`src/rtl/byte_set_pkg.sv`:
```
// Shared types and default sizing for the byte set scanner.
package byte_set_pkg;

  localparam int unsigned DATA_W    = 8;
  localparam int unsigned SET_DEPTH = 8;
  localparam int unsigned IDX_W     = 3;
  localparam int unsigned LEN_W     = 8;
  localparam int unsigned CNT_W     = 16;

  typedef enum logic [1:0] {
    IDLE = 2'd0,
    SCAN = 2'd1,
    DONE = 2'd2
  } state_e;

endpackage

```
`src/rtl/byte_set_lookup.sv`:
```
// Combinational set-membership test: hit when any valid entry equals the byte.
module byte_set_lookup #(
  parameter int unsigned DATA_W    = byte_set_pkg::DATA_W,
  parameter int unsigned SET_DEPTH = byte_set_pkg::SET_DEPTH
) (
  input  logic [DATA_W-1:0]                 data,
  input  logic [SET_DEPTH-1:0][DATA_W-1:0]  set_val,
  input  logic [SET_DEPTH-1:0]              set_vld,
  output logic                              hit_c
);

  always_comb begin
    hit_c = 1'b0;
    for (int i = 0; i < int'(SET_DEPTH); i++) begin
      if (set_vld[i] && (set_val[i] == data)) begin
        hit_c = 1'b1;
      end
    end
  end

endmodule

```
`src/rtl/byte_set_scanner.sv`:
```
// Frame scanner: flags stream bytes that belong to a programmable byte set and
// reports hit count, first hit index and an end-of-frame done pulse.
module byte_set_scanner #(
  parameter int unsigned DATA_W    = byte_set_pkg::DATA_W,
  parameter int unsigned SET_DEPTH = byte_set_pkg::SET_DEPTH,
  parameter int unsigned IDX_W     = byte_set_pkg::IDX_W,
  parameter int unsigned LEN_W     = byte_set_pkg::LEN_W,
  parameter int unsigned CNT_W     = byte_set_pkg::CNT_W
) (
  input  logic              clk,
  input  logic              rst,
  input  logic              cfg_we,
  input  logic              cfg_clr,
  input  logic [IDX_W-1:0]  cfg_idx,
  input  logic [DATA_W-1:0] cfg_val,
  input  logic              start,
  input  logic [LEN_W-1:0]  frame_len,
  input  logic              in_valid,
  input  logic [DATA_W-1:0] in_data,
  output logic              in_ready,
  output logic              busy,
  output logic              match_out,
  output logic [CNT_W-1:0]  hit_count,
  output logic [LEN_W-1:0]  first_hit_idx,
  output logic              first_hit_vld,
  output logic              done
);

  import byte_set_pkg::state_e;
  import byte_set_pkg::IDLE;
  import byte_set_pkg::SCAN;
  import byte_set_pkg::DONE;

  state_e state, state_n;

  logic [SET_DEPTH-1:0][DATA_W-1:0] set_val;
  logic [SET_DEPTH-1:0]             set_vld;
  logic [LEN_W-1:0]                 len_q;
  logic [LEN_W-1:0]                 idx_q;

  logic hit_c;
  logic accept_c;
  logic last_c;
  logic frame_start_c;
  logic cfg_open_c;

  byte_set_lookup #(
    .DATA_W    (DATA_W),
    .SET_DEPTH (SET_DEPTH)
  ) u_lookup (
    .data    (in_data),
    .set_val (set_val),
    .set_vld (set_vld),
    .hit_c   (hit_c)
  );

  // State register
  always_ff @(posedge clk) begin
    if (rst) begin
      state <= IDLE;
    end else begin
      state <= state_n;
    end
  end

  // Next-state and per-cycle strobes
  always_comb begin
    state_n       = state;
    accept_c      = 1'b0;
    last_c        = 1'b0;
    frame_start_c = 1'b0;
    cfg_open_c    = 1'b0;
    case (state)
      IDLE: begin
        cfg_open_c = 1'b1;
        if (start) begin
          frame_start_c = 1'b1;
          state_n       = (frame_len != '0) ? SCAN : DONE;
        end
      end
      SCAN: begin
        accept_c = in_valid;
        last_c   = in_valid && (idx_q == LEN_W'(len_q - LEN_W'(1)));
        if (last_c) begin
          state_n = DONE;
        end
      end
      DONE: begin
        state_n = IDLE;
      end
      default: begin
        state_n = IDLE;
      end
    endcase
  end

  // Status flags follow the next state so they line up with the state register
  always_ff @(posedge clk) begin
    if (rst) begin
      in_ready <= 1'b0;
      busy     <= 1'b0;
      done     <= 1'b0;
    end else begin
      in_ready <= (state_n == SCAN);
      busy     <= (state_n != IDLE);
      done     <= (state_n == DONE);
    end
  end

  // Set storage; writable only while idle so a frame always sees a stable set
  always_ff @(posedge clk) begin
    if (rst) begin
      set_vld <= '0;
      set_val <= '0;
    end else if (cfg_open_c) begin
      if (cfg_clr) begin
        set_vld <= '0;
      end else if (cfg_we) begin
        set_vld[cfg_idx] <= 1'b1;
        set_val[cfg_idx] <= cfg_val;
      end
    end
  end

  // Frame datapath: byte index, hit counter and first-hit capture
  always_ff @(posedge clk) begin
    if (rst) begin
      len_q         <= '0;
      idx_q         <= '0;
      match_out     <= 1'b0;
      hit_count     <= '0;
      first_hit_idx <= '0;
      first_hit_vld <= 1'b0;
    end else begin
      match_out <= accept_c && hit_c;
      if (frame_start_c) begin
        len_q         <= frame_len;
        idx_q         <= '0;
        hit_count     <= '0;
        first_hit_idx <= '0;
        first_hit_vld <= 1'b0;
      end else if (accept_c) begin
        idx_q <= LEN_W'(idx_q + LEN_W'(1));
        if (hit_c) begin
          if (hit_count != {CNT_W{1'b1}}) begin
            hit_count <= CNT_W'(hit_count + CNT_W'(1));
          end
          if (!first_hit_vld) begin
            first_hit_vld <= 1'b1;
            first_hit_idx <= idx_q;
          end
        end
      end
    end
  end

endmodule

```
`config.mk`:
```
export PLATFORM = sky130hd
export DESIGN_NAME = byte_set_scanner
export DESIGN_NICKNAME = d
export VERILOG_FILES = /design/src/rtl/byte_set_pkg.sv /design/src/rtl/byte_set_lookup.sv /design/src/rtl/byte_set_scanner.sv
export SDC_FILE = /design/constraint.sdc
export NUM_CORES = 1
export LEC_CHECK = 0
export CORE_AREA = 3 3 109 111
export DETAILED_ROUTE_END_ITERATION = 10
export DIE_AREA = 0 0 112 114
export GPL_ROUTABILITY_DRIVEN = 0
export HOLD_SLACK_MARGIN = 0.1
export PLACE_DENSITY_LB_ADDON = 0.2
export REMOVE_ABC_BUFFERS = 1
export SLEW_MARGIN = 20
export SYNTH_ARGS = -nofsm -noshare
export SYNTH_HDL_FRONTEND = slang
export SYNTH_HIERARCHICAL = 1
export SYNTH_SLANG_ARGS = --single-unit
```
`constraint.sdc`:
```
create_clock -name clk -period 3.35 [get_ports clk]
set_clock_uncertainty 0.15 [all_clocks]
set_input_delay 0.8375 -clock clk [delete_from_list [all_inputs] [get_ports clk]]
set_output_delay 0.8375 -clock clk [all_outputs]
set_load 0.05 [all_outputs]
```
# After elaboration in Yosys (flattened, before gate mapping)
# Index checks and enable logic that the tools add are counted.
totals:
  reg_bits: 119
  input_bits: 33
  output_inout_bits: 29
  wordCells: 84
classes:
  n_addsub: 3
  magnitude_cmp: 2
  n_eq_ne: 13
  n_mux: 23
  n_bitwise: 3
  reduce_logical: 21
ops:
  columns: ["operator", "n"]
  rows:
  - ["equality test 8 bit", 9]
  - ["bitwise mux 64 bit", 1]
  - ["demux 8 bit (select 3 bit)", 1]
  - ["two-way mux 8 bit", 3]
  - ["adder 16 x 1 -> 16 bit (second input constant)", 1]
  - ["!= test 16 bit (second input constant)", 1]
  - ["two-way mux 1 bit", 13]
  - ["logical AND 1 bit", 11]
  - ["AND reduction 3 bit", 3]
  - ["adder 8 x 1 -> 8 bit (second input constant)", 1]
  - ["bitwise OR 8 bit", 1]
  - ["nonzero test 8 bit", 1]
  - ["subtractor 8 x 1 -> 8 bit (second input constant)", 1]
  - ["two-way mux 2 bit", 3]
  - ["equality test 2 x 1 -> 1 bit (second input constant)", 2]
  - ["< comparator 3 x 4 -> 1 bit (second input constant)", 1]
  - ["case mux 2 bit (2 select lines)", 1]
  - ["AND reduction 2 bit", 2]
  - ["nonzero test 2 bit", 2]
  - ["demux 1 bit (select 3 bit)", 1]
  - [">= comparator 3 x 1 -> 1 bit (second input constant)", 1]
  - ["equality test 2 bit (second input constant)", 1]
  - ["zero test 2 bit", 1]
  - ["NOT 1 bit", 2]
  - ["OR reduction 2 bit", 1]

# Depth between registers and ports, before layout
# Gate-level depths: netlist of the first run.
depth:
  ltp_word: 11
  depth_mapped: 13
  depth_no_buf: 10

# Modules after synthesis
# The synthesis of the first run kept the hierarchy.
by_module_without_submodules:
  columns: ["mod", "n_inst", "cells_each", "area_per_inst_um2", "seq_area_each_um2"]
  rows:
  - ["byte_set_scanner", 1, 512, 4785.8, 2382.3]
  - ["byte_set_lookup", 1, 98, 820.8, 0.0]

# Worst setup path after synthesis of the first run
# No wires, ideal clock.
synth_timing:
  path_type: "in2reg"
  startpoint: "input port in_data[5]"
  endpoint: "register hit_count[15]"
  setup_time_ns: 0.070
  arrival_ns: 3.063
  required_ns: 3.130
  setup_slack_ns: 0.067
  stages: 13
  n_path_buf: 3
  path_cell_list: "buf_6 xor2_1 nor4_2 nand3_1 o41ai_2 or3_1 and4b_1 clkbuf_1 and4_1 clkbuf_1 o2111ai_1 or2_2 a21oi_1"
synth_between:
  elab_chain_len: 11
  word_cells_on_any_way: 25
  cone_classes: "eq/ne (8); mux (8); reduce/logical (9)"
synth_rtl:
  columns: ["element", "line", "rtl"]
  rows:
  - ["start: declaration", "byte_set_scanner.sv:19", "input logic [DATA_W-1:0] in_data,"]
  - ["equality test 8 bit", "byte_set_lookup.sv:15", "if (set_vld[i] && (set_val[i] == data)) begin"]
  - ["logical AND 1 bit", "byte_set_lookup.sv:15", null]
  - ["two-way mux 1 bit (7 in a row)", "byte_set_lookup.sv:15", null]
  - ["two-way mux 1 bit *", "byte_set_lookup.sv:15", null]
  - ["net hit_c", "byte_set_scanner.sv:41", "logic hit_c;"]
  - ["AND reduction 3 bit (no source line) *", null, null]
  - ["end signal: assignment", "byte_set_scanner.sv:146", "hit_count <= CNT_W'(hit_count + CNT_W'(1));"]
  - ["end: declaration", "byte_set_scanner.sv:23", "output logic [CNT_W-1:0] hit_count,"]
# Mark *: on every way through the listed nets, which the timed path passes. The rest lies on a longest branch.
# A chain may end at the register's enable or synchronous reset.

# Worst setup path after layout of the first run
layout_timing:
  startpoint: "input port in_data[1]"
  endpoint: "register hit_count[7]"
# Same word-level chain as after synthesis.

==> metrics.cfg, run 1 <==
[final_layout]
finalNetCount=712
final_area_sq_mm=0.00708
diodes=0
utilization_pct=65.0
final_layout_size_suffix_gt1_share_pct=11.2
areaGrowthSynthToFinish_pct=26.3

[yosys]
synth_seq_area_share_pct=42.5
yosysMostFrequentCell=dfxtp_1
yosys_warnings=6
synth-seq-cells=119
synthTopCellsByCount=dfxtp_1 (119), nor2_1 (94), xor2_1 (71), mux2i_1 (66), nand2_1 (37)
synth_area_leaders=dfxtp_1 (42%), mux2i_1 (12%), xor2_1 (11%), nor2_1 (6.3%), xnor2_1 (3.1%)
yosys_most_used_dff=dfxtp_1
yosys.area.top_type=dfxtp_1
synth_cell_types=47
synthArstFlopShare_pct=0
synth_edf_count=0
synth_top_area_share_pct=42.5
syn_area_sq_mm=0.00561
synth_cells=610
avgSynthCellArea_sq_um=9.19

[die]
die_h_um=114
dieWidth_um=112
start_util_pct=51.5
fp.coreArea_sq_mm=0.0109
num_rows=38
ios=62
dieArea_sq_mm=0.0128

[routing]
drc=0
first_iter_violations=305
drt-total-wl_um=13200
post_drt_wl_per_cell_um=16.0
num_vias=4447
ant_nets=0
drt-pass1-iter-count=4
viasPerCell=5.37

[sta]
setup_viol=0
period_needed_ns=3.20
max-slew-margin-rel_pct=55.8
hold_viol=0
slew_viol_final=0
rsz0062_at_grt=false
fmax_ghz=0.312
worst_pin_slew_ns=0.663
min_period_over_period_pct=95.6

[pwr]
power_density_mw_per_mm2=519
vdd_drop_max_mv=0.401
p_leak_nw=2.90

[grt]
grt.total_usage_pct=21.5
grt_pass1_vias=4431
grt_overflow=0
grt_max_degree=66
antenna_found_initial=0
grt_pass1_wl_um=21900

[setup_path]
r2r_cells=11
r2r-end=hit_count[7]$_SDFFE_PP0P_
cp.arrival_ns=3.45
crit_type=in2reg
rr_startpoint=set_val[6]$_SDFFE_PP0P_
crit_required_ns=3.59
cp_max_fo=7
worstSetupStartpointType=primary input
end_kind=register
rrSetupSlack_ns=0.70

[clocking]
clk_path_buf_depth=2
numCtsBuffers=17
clk_pin_slew_worst_paths_ns=0.06
cts-root-buf=clkbuf_8
htreeDepth=4
cts_hold_buf=0
cts_tree=built
numClockSinks=119
clk-insertion-delay-late_ns=0.52

[placed_design]
io_buffers=61
placed_cell_area_sq_mm=0.00642
dp_hpwl_um=9300

[outcome]
status=complete, no violations

[min_path]
hold_start=set_vld[2]$_SDFFE_PP0P_
hp-class=reg2reg
min_to=set_vld[2]$_SDFFE_PP0P_
hold_depth=1

[run]
maxCapViolations=0

## how the worst max path moves through the flow
stage	from	slack, ns	depth (start not counted)	to
finish	in_data[1]	0.15	13	hit_count[7]$_SDFFE_PP0P_
global route	in_data[7]	0.004	12	hit_count[15]$_SDFFE_PP0P_
floorplan	cfg_clr	0.15	5	set_val[16]$_SDFFE_PP0P_
CTS	in_data[3]	0.14	14	hit_count[7]$_SDFFE_PP0P_
global placement	in_data[3]	-0.35	13	hit_count[15]$_SDFFE_PP0P_
detailed placement	in_data[3]	-0.40	14	hit_count[7]$_SDFFE_PP0P_
## area by class of cell
| class | count | area, sq um |
|---|---|---|
| multi-input combinational | 440 | 3000 |
| clock inverter | 9 | 170 |
| tap | 140 | 175 |
| clock buffer | 22 | 473 |
| sequential | 119 | 2380 |
| fill | 922 | 3810 |
| timing repair buffer | 92 | 853 |
| inverter | 6 | 22.5 |
## stage by stage
stage	total power, mW	setup TNS (ns)	std cells	setup slack, ns	hold slack [ns]
after floorplan	1.60	0	565	0.153	0.285
after detailed placement	1.74	-5.48	797	-0.396	0.314
after global routing	3.80	0	828	0.00441	0.353
after CTS	3.70	0	828	0.144	0.327
after global placement	1.73	-5.15	797	-0.353	0.305
final	3.68	0	828	0.148	0.325
## timing repair
action,CTS,global route
setup endpoints to repair,0,4
gates resized for setup,0,3
setup buffers,0,0
hold endpoints to repair,0,0
## report_power, final
part | switching (mW) | internal [mW]
Clock | 0.612 | 1.35
Combinational | 0.142 | 0.119
Sequential | 0.0172 | 1.43
## sequential cells by signal, summed over array words and instances (netlist names), 2 cells and up
signal         count
set_vld            8
hit_count         16
idx_q              8
len_q              8
set_val           64
first_hit_idx      8
state              2
## cells by family after synthesis
kind of cell    after synthesis  synth area share (%)
compound gates               64                  7.21
xor+xnor                     92                  14.5
fa+ha+maj                     3                 0.670
buf+inv                      51                  4.26
flops                       119                  42.5
mux                          66                  11.8
simple gates                215                  19.1
## layer usage
metal / track usage [%] / vias up / part of all wire (%)
met5: 0 / - / 0
met4: 7.69 / 0 / 1.6
met3: 5.25 / 18 / 4.3
met2: 37.3 / 95 / 51
met1: 26.1 / 2124 / 43
li1: - / 2210 / -
## worst max-delay path, stage by stage
cell and delay, ns:
clkdlybuf4s50_1 0.43, buf_4 0.19, xor2_1 0.17, nor4_1 0.42, nand4_1 0.14, nand4_1 0.11
or3_4 0.13, and4b_1 0.25, and4_1 0.24, buf_4 0.14, o2111ai_1 0.15, xor2_1 0.18
nor2_1 0.06
## placed cells by master, fill, tap and decap left out, types with 8 or more instances in the layout
cell type,netlist,final
mux2i_1,66,66
xnor2_1,20,20
nor4_1,8,8
nor3_1,11,11
clkdlybuf4s50_1,0,59
buf_4,4,30
nand4_1,17,17
nand2_1,37,37
clkbuf_16,0,16
nor2_1,94,94
dfxtp_1,119,119
xor2_1,71,71
a21oi_1,27,27
o21ai_0,11,11
No activity file was read; power rests on OpenSTA's default activity.
==> run 2, diff against run 1 <==
==> constraint.sdc (replaced) <==
create_clock -name clk -period 2.85 [get_ports clk]
set_clock_uncertainty 0.15 [all_clocks]
set_input_delay 0.7125 -clock clk [delete_from_list [all_inputs] [get_ports clk]]
set_output_delay 0.7125 -clock clk [all_outputs]
set_load 0.05 [all_outputs]
==> run 2 against run 1 <==
Clock power increased by 12%. Setup slack got worse by 0.12 ns. Sequential cell count unchanged. Die area unchanged. Register-to-register slack got worse by 0.52 ns. Global-route usage decreased by 0.18 points. Wire length increased by 3.2%. Non-clock buffer count increased by 10. Design area increased by 4.8%. First-iteration DRC count decreased by 18%. Via count increased by 1.6%. Critical path type unchanged. Largest power group unchanged.
==> metrics.cfg, run 2 (synthesis gave the netlist of run 1 again) <==
[die]
start_util_pct=51.5  ; unchanged
num_rows=38  ; unchanged
ios=62  ; unchanged
fp.coreArea_sq_mm=0.0109  ; unchanged
dieArea_sq_mm=0.0128  ; unchanged
dieWidth_um=112  ; unchanged
die_h_um=114  ; unchanged

[setup_path]
end_kind=register
cp_top_family=simple AND/OR/NAND/NOR gates
max_stage_delay_ns=0.38  ; -0.05 ns
crit_type=in2reg
crit_start=in_data[6]
crit_required_ns=3.09  ; -0.50 ns
rr_startpoint=set_val[39]$_SDFFE_PP0P_
cp_cell_sequence=dlygate4sd2_1 -> buf_6 -> xor2_2 -> nor3_2 -> buf_4 -> nand4_1 -> nand4_1 -> or3_4 -> and4b_2 -> and4_4 -> buf_6 -> o2111ai_4 -> xor2_1 -> nor2_1
cp_max_fo=6  ; -1
slowest_stage=or3_4
cp_num_buf_inv=4  ; +1
cp.arrival_ns=3.05  ; -0.40 ns
worstSetupStartpointType=primary input

[clocking]
cts_tree=built
clk_pin_slew_worst_paths_ns=0.05  ; about the same
cts-root-buf=clkbuf_8
clk_path_buf_depth=2  ; unchanged
htreeDepth=4  ; unchanged
clk-insertion-delay-late_ns=0.51  ; about the same
numCtsBuffers=17  ; unchanged
numClockSinks=119  ; unchanged

[final_layout]
fin_cells=839  ; +1.3%
final_common_cell=dfxtp_1
top_register=set_val
mostFrequentLayoutCells=dfxtp_1 (119), nor2_1 (94), mux2i_1 (66)
multi_input_area_sq_mm=0.00324  ; +8.0%
diodes=0  ; unchanged
final_layout_size_suffix_gt1_share_pct=17.3  ; +6.1 points
finalNetCount=722  ; +1.4%
areaGrowthSynthToFinish_pct=32.3
fillers=846  ; -8.2%
top_regs=set_val x64, hit_count x16
seq_area_sq_mm=0.00238  ; unchanged
largest_reg_flops=64  ; unchanged
utilization_pct=68.1  ; +3.1 points

[placed_design]
dp_hpwl_um=9110  ; -2.0%
place_inst=801  ; +0.50%
io_buffers=61  ; unchanged

[pwr]
vdd_drop_max_mv=0.507  ; +27%
power_density_mw_per_mm2=572  ; +10%
p_leak_nw=2.96  ; +2.1%
p_total_mw=4.25  ; +15%

[grt]
grt_pass1_vias=4409  ; -0.50%
grt.total_usage_pct=21.3  ; -0.18 points
grt_overflow=0  ; unchanged
grt_max_degree=66  ; unchanged
antenna_found_initial=0  ; unchanged
grt_pass1_wl_um=21600  ; -1.3%

[sta]
worst_pin_slew_ns=0.727  ; +0.0636 ns
min_period_over_period_pct=98.9
slew_viol_final=0  ; unchanged
period_needed_ns=2.82
setup_viol=0  ; unchanged
tns_ns=0  ; unchanged
max-slew-margin-rel_pct=51.6  ; -4.2 points
hold_viol=0  ; unchanged
fmax_ghz=0.355

[routing]
post_drt_wl_per_cell_um=16.3  ; +1.8%
drt-total-wl_um=13700  ; +3.2%
viasPerCell=5.39  ; +0.29%
drt-pass1-iter-count=4  ; unchanged
num_vias=4519  ; +1.6%
drc=0  ; unchanged
first_iter_violations=251  ; -18%
ant_nets=0  ; unchanged

[min_path]
hold_start=set_vld[7]$_SDFFE_PP0P_
hp-class=reg2reg

[outcome]
status=complete, no violations

[run]
maxCapViolations=0  ; unchanged

-- run 2: cell count changes in the layout (fill, tap and decap cells not counted), sizes merged --
| cell | previous run | this run |
|---|---|---|
| buf | 32 | 44 |
| bufinv | 5 | 4 |
| clkbuf | 22 | 21 |
| clkdlybuf4s15 | 0 | 1 |
| clkdlybuf4s50 | 59 | 52 |
| clkinvlp | 0 | 5 |
| dlygate4sd2 | 0 | 3 |
| dlymetal6s2s | 1 | 0 |
-- run 2: final cells by class --
class	count	share of cell area [%]
Tap cell	140	2.36
Multi-Input combinational cell	440	43.7
Timing Repair Buffer	102	13.1
Inverter	6	0.304
Clock buffer	19	5.96
Sequential cell	119	32.1
Clock inverter	13	2.40
-- run 2: worst paths after layout --
kind / to / slack, ns / depth (start not counted)
setup / recovery: hit_count[13]$_SDFFE_PP0P_ / 0.03 / 14
hold reg to reg: set_vld[7]$_SDFFE_PP0P_ / 0.32 / 2
hold / removal: set_vld[7]$_SDFFE_PP0P_ / 0.32 / 2
setup reg to reg: hit_count[13]$_SDFFE_PP0P_ / 0.18 / 11
-- run 2: tightest hold or removal path, cell delays in order, from the launching register on --
cell	delay (ns)
dfxtp_1	0.31
inv_1	0.04
a21boi_0	0.07
-- run 2: per-stage QoR --
| stage | instance area (sq um) | hold WS [ns] | setup slack, ns |
|---|---|---|---|
| floorplan | 5390 | 0.285 | -0.222 |
| detailed placement | 6490 | 0.302 | -0.774 |
| CTS | 7300 | 0.311 | 0.000000222 |
| global placement | 6490 | 0.295 | -0.753 |
| global route | 7420 | 0.337 | -0.0244 |
| finish | 7420 | 0.316 | 0.0323 |
-- run 2: metal layers --
layer  vias up  GRT usage (%)  share of wire [%]
li1       2227              -                  -
met1      2175           24.8                 42
met2        90           37.4                 52
met3        27           4.99                3.5
met4         0           9.70                2.6
met5         -              0                  0
-- run 2: report_power, final --
group	total (mW)	internal [mW]	switching, mW
combinational	0.340	0.155	0.185
clock	2.20	1.46	0.742
sequential	1.71	1.69	0.0210
-- run 2: timing repair --
item | CTS | global route
buffers inserted | 5 | 1
hold buffers | 0 | 0
endpoints found under the setup margin | 22 | 12
gates resized for setup | 40 | 23
pin swaps | 19 | 18
==> run 3, diff against run 2 <==
--- a/config.mk
+++ b/config.mk
@@ -5,9 +5,9 @@
 export SDC_FILE = /design/constraint.sdc
 export NUM_CORES = 1
 export LEC_CHECK = 0
-export CORE_AREA = 3 3 109 111
+export CORE_AREA = 3 3 110 112
 export DETAILED_ROUTE_END_ITERATION = 10
-export DIE_AREA = 0 0 112 114
+export DIE_AREA = 0 0 113 115
 export GPL_ROUTABILITY_DRIVEN = 0
 export HOLD_SLACK_MARGIN = 0.1
 export PLACE_DENSITY_LB_ADDON = 0.2
==> constraint.sdc (replaced) <==
create_clock -name clk -period 2.9 [get_ports clk]
set_clock_uncertainty 0.15 [all_clocks]
set_input_delay 0.725 -clock clk [delete_from_list [all_inputs] [get_ports clk]]
set_output_delay 0.725 -clock clk [all_outputs]
set_load 0.05 [all_outputs]
==> run 3 against run 2 <==
Die area grew 1.8%. Setup slack gained 0.0068 ns. First-iteration DRC count shrank 1.6%. Sequential cell count is the same. Design area shrank 3.0%. Count of clock-buffer cells in the layout grew 6. Critical path depth is the same. Critical path type unchanged. Largest cell class unchanged. Largest power group unchanged.
==> metrics.cfg, run 3 (synthesis gave the netlist of run 1 again) <==
[outcome]
status=complete, no violations

[final_layout]
fillers=924  ; +9.2%
top_register=set_val
final_layout_size_suffix_gt1_share_pct=15.7  ; -1.6 points
areaGrowthSynthToFinish_pct=28.3
top_regs=set_val x64, hit_count x16
final_common_cell=dfxtp_1
diodes=0  ; unchanged
mostFrequentLayoutCells=dfxtp_1 (119), nor2_1 (94), mux2i_1 (66)
finalNetCount=725  ; +0.42%
largest_reg_flops=64  ; unchanged

[sta]
slew_viol_final=0  ; unchanged
setup_slack_ns=0.0391  ; +0.00683 ns
setup_viol=0  ; unchanged
worst_pin_slew_ns=0.685  ; -0.0412 ns
max-slew-margin-rel_pct=54.3  ; +2.7 points
min_period_over_period_pct=98.7
rsz0062_at_grt=true
fmax_ghz=0.350
period_needed_ns=2.86
hold_viol=0  ; unchanged
whs_ns=0.318  ; +0.00234 ns

[setup_path]
worstSetupStartpointType=primary input
cp_max_fo=6  ; unchanged
cp_num_buf_inv=4  ; unchanged
cp_common_cell=buf_6
slowest_stage=nor4_2
max_stage_delay_ns=0.32  ; -0.06 ns
cp_top_family=simple AND/OR/NAND/NOR gates
crit_required_ns=3.03  ; -0.06 ns
end_kind=register
cp_cell_sequence=buf_6 -> buf_6 -> buf_4 -> xor2_1 -> nor4_2 -> nand4_1 -> nand4_1 -> or3_4 -> and4b_1 -> and4_4 -> buf_6 -> o2111ai_2 -> xor2_1 -> nor2_1
cp.arrival_ns=2.99  ; -0.06 ns
crit_type=in2reg

[clocking]
clk_pin_slew_worst_paths_ns=0.05  ; about the same
numClockSinks=119  ; unchanged
clk_path_buf_depth=2  ; unchanged
clk-insertion-delay-late_ns=0.41  ; -0.10 ns
cts_tree=built
numCtsBuffers=17  ; unchanged
cts-root-buf=clkbuf_16
htreeDepth=4  ; unchanged

[min_path]
hp-class=reg2reg

[run]
maxCapViolations=0  ; unchanged

[placed_design]
post-place-ws_ns=-0.736  ; +0.0381 ns
dp_hpwl_um=9270  ; +1.8%
io_buffers=61  ; unchanged

[routing]
num_vias=4485  ; -0.75%
drc=0  ; unchanged
drt-pass1-iter-count=4  ; unchanged
post_drt_wl_per_cell_um=16.0  ; -1.8%
drt-total-wl_um=13400  ; -2.0%
ant_nets=0  ; unchanged
first_iter_violations=247  ; -1.6%
viasPerCell=5.35  ; -0.63%

[grt]
grt_overflow=0  ; unchanged
antenna_found_initial=0  ; unchanged
grt_max_degree=66  ; unchanged
grt_pass1_wl_um=21700  ; +0.76%
grt.total_usage_pct=21.3  ; about the same
grt_pass1_vias=4471  ; +1.4%

[pwr]
vdd_drop_max_mv=0.448  ; -12%
p_leak_nw=2.89  ; -2.5%
power_density_mw_per_mm2=516  ; -9.9%

[die]
fp.coreArea_sq_mm=0.0113  ; +4.0%
dieArea_sq_mm=0.0130  ; +1.8%
dieWidth_um=113  ; +0.89%
start_util_pct=49.5  ; -2.0 points
ios=62  ; unchanged
die_h_um=115  ; +0.88%
num_rows=39  ; +2.6%

-- run 3: changes by cell type in the layout (fill, tap and decap cells not counted), moves of 5 or more --
cell	previous run	this run
clkbuf_1	0	7
xor2_2	14	7
xor2_1	56	64
buf_4	28	35
clkinvlp_4	5	0
-- run 3: per-stage QoR --
| stage | std cells | utilization [%] | area, sq um | TNS, ns | power [mW] |
|---|---|---|---|---|---|
| final | 838 | 63.6 | 7190 | 0 | 3.71 |
| after global routing | 838 | 63.6 | 7190 | -0.0454 | 3.85 |
| after CTS | 834 | 63.0 | 7130 | 0 | 3.73 |
| after floorplan | 565 | - | 5390 | -2.14 | 1.85 |
| after detailed placement | 806 | 57.4 | 6490 | -15.14 | 2.01 |
| after global placement | 806 | 57.4 | 6490 | -15.00 | 2.01 |
-- run 3: cell type report --
type	count	area, sq um	area share [%]
Tap cell	143	179	2.49
Inverter	6	22.5	0.313
Sequential cell	119	2380	33.1
Timing Repair Buffer	105	968	13.5
Clock buffer	25	465	6.47
Multi-Input combinational cell	440	3180	44.2
-- run 3: repair_timing --
item | in CTS | in global routing
setup endpoints to repair | 24 | 23
pin swaps | 17 | 13
hold buffers | 0 | 0
resized for setup | 43 | 18
hold endpoints to repair | 0 | 0
gates cloned | 0 | 0
buffers inserted | 3 | 4
-- run 3: per-layer routing --
metal | global-route usage, % | share of wire, % | up-vias
met5 | 0 | 0 | -
met4 | 8.25 | 2.4 | 0
met3 | 5.32 | 4.6 | 26
met2 | 37.9 | 51 | 92
met1 | 24.7 | 42 | 2142
li1 | - | - | 2225
-- run 3: worst paths after layout --
kind,start,to,slack [ns],depth (start not counted)
min reg2reg,set_vld[1]$_SDFFE_PP0P_,set_vld[1]$_SDFFE_PP0P_,0.32,2
max reg2reg,set_val[6]$_SDFFE_PP0P_,hit_count[13]$_SDFFE_PP0P_,0.24,11
min,set_vld[1]$_SDFFE_PP0P_,set_vld[1]$_SDFFE_PP0P_,0.32,2
max,in_data[5],hit_count[13]$_SDFFE_PP0P_,0.04,14
-- run 3: power by group --
part           switching, mW  leakage, nW  internal, mW  total (mW)
registers             0.0198        0.961          1.66        1.68
clock network          0.636        0.225          1.07        1.71
logic                  0.176         1.70         0.148       0.324
total                  0.831         2.89          2.88        3.71
-- run 3: worst min-delay path, cell delays in order (launching register included) --
cell and delay (ns):
dfxtp_1 0.31, inv_1 0.05, a21boi_0 0.06
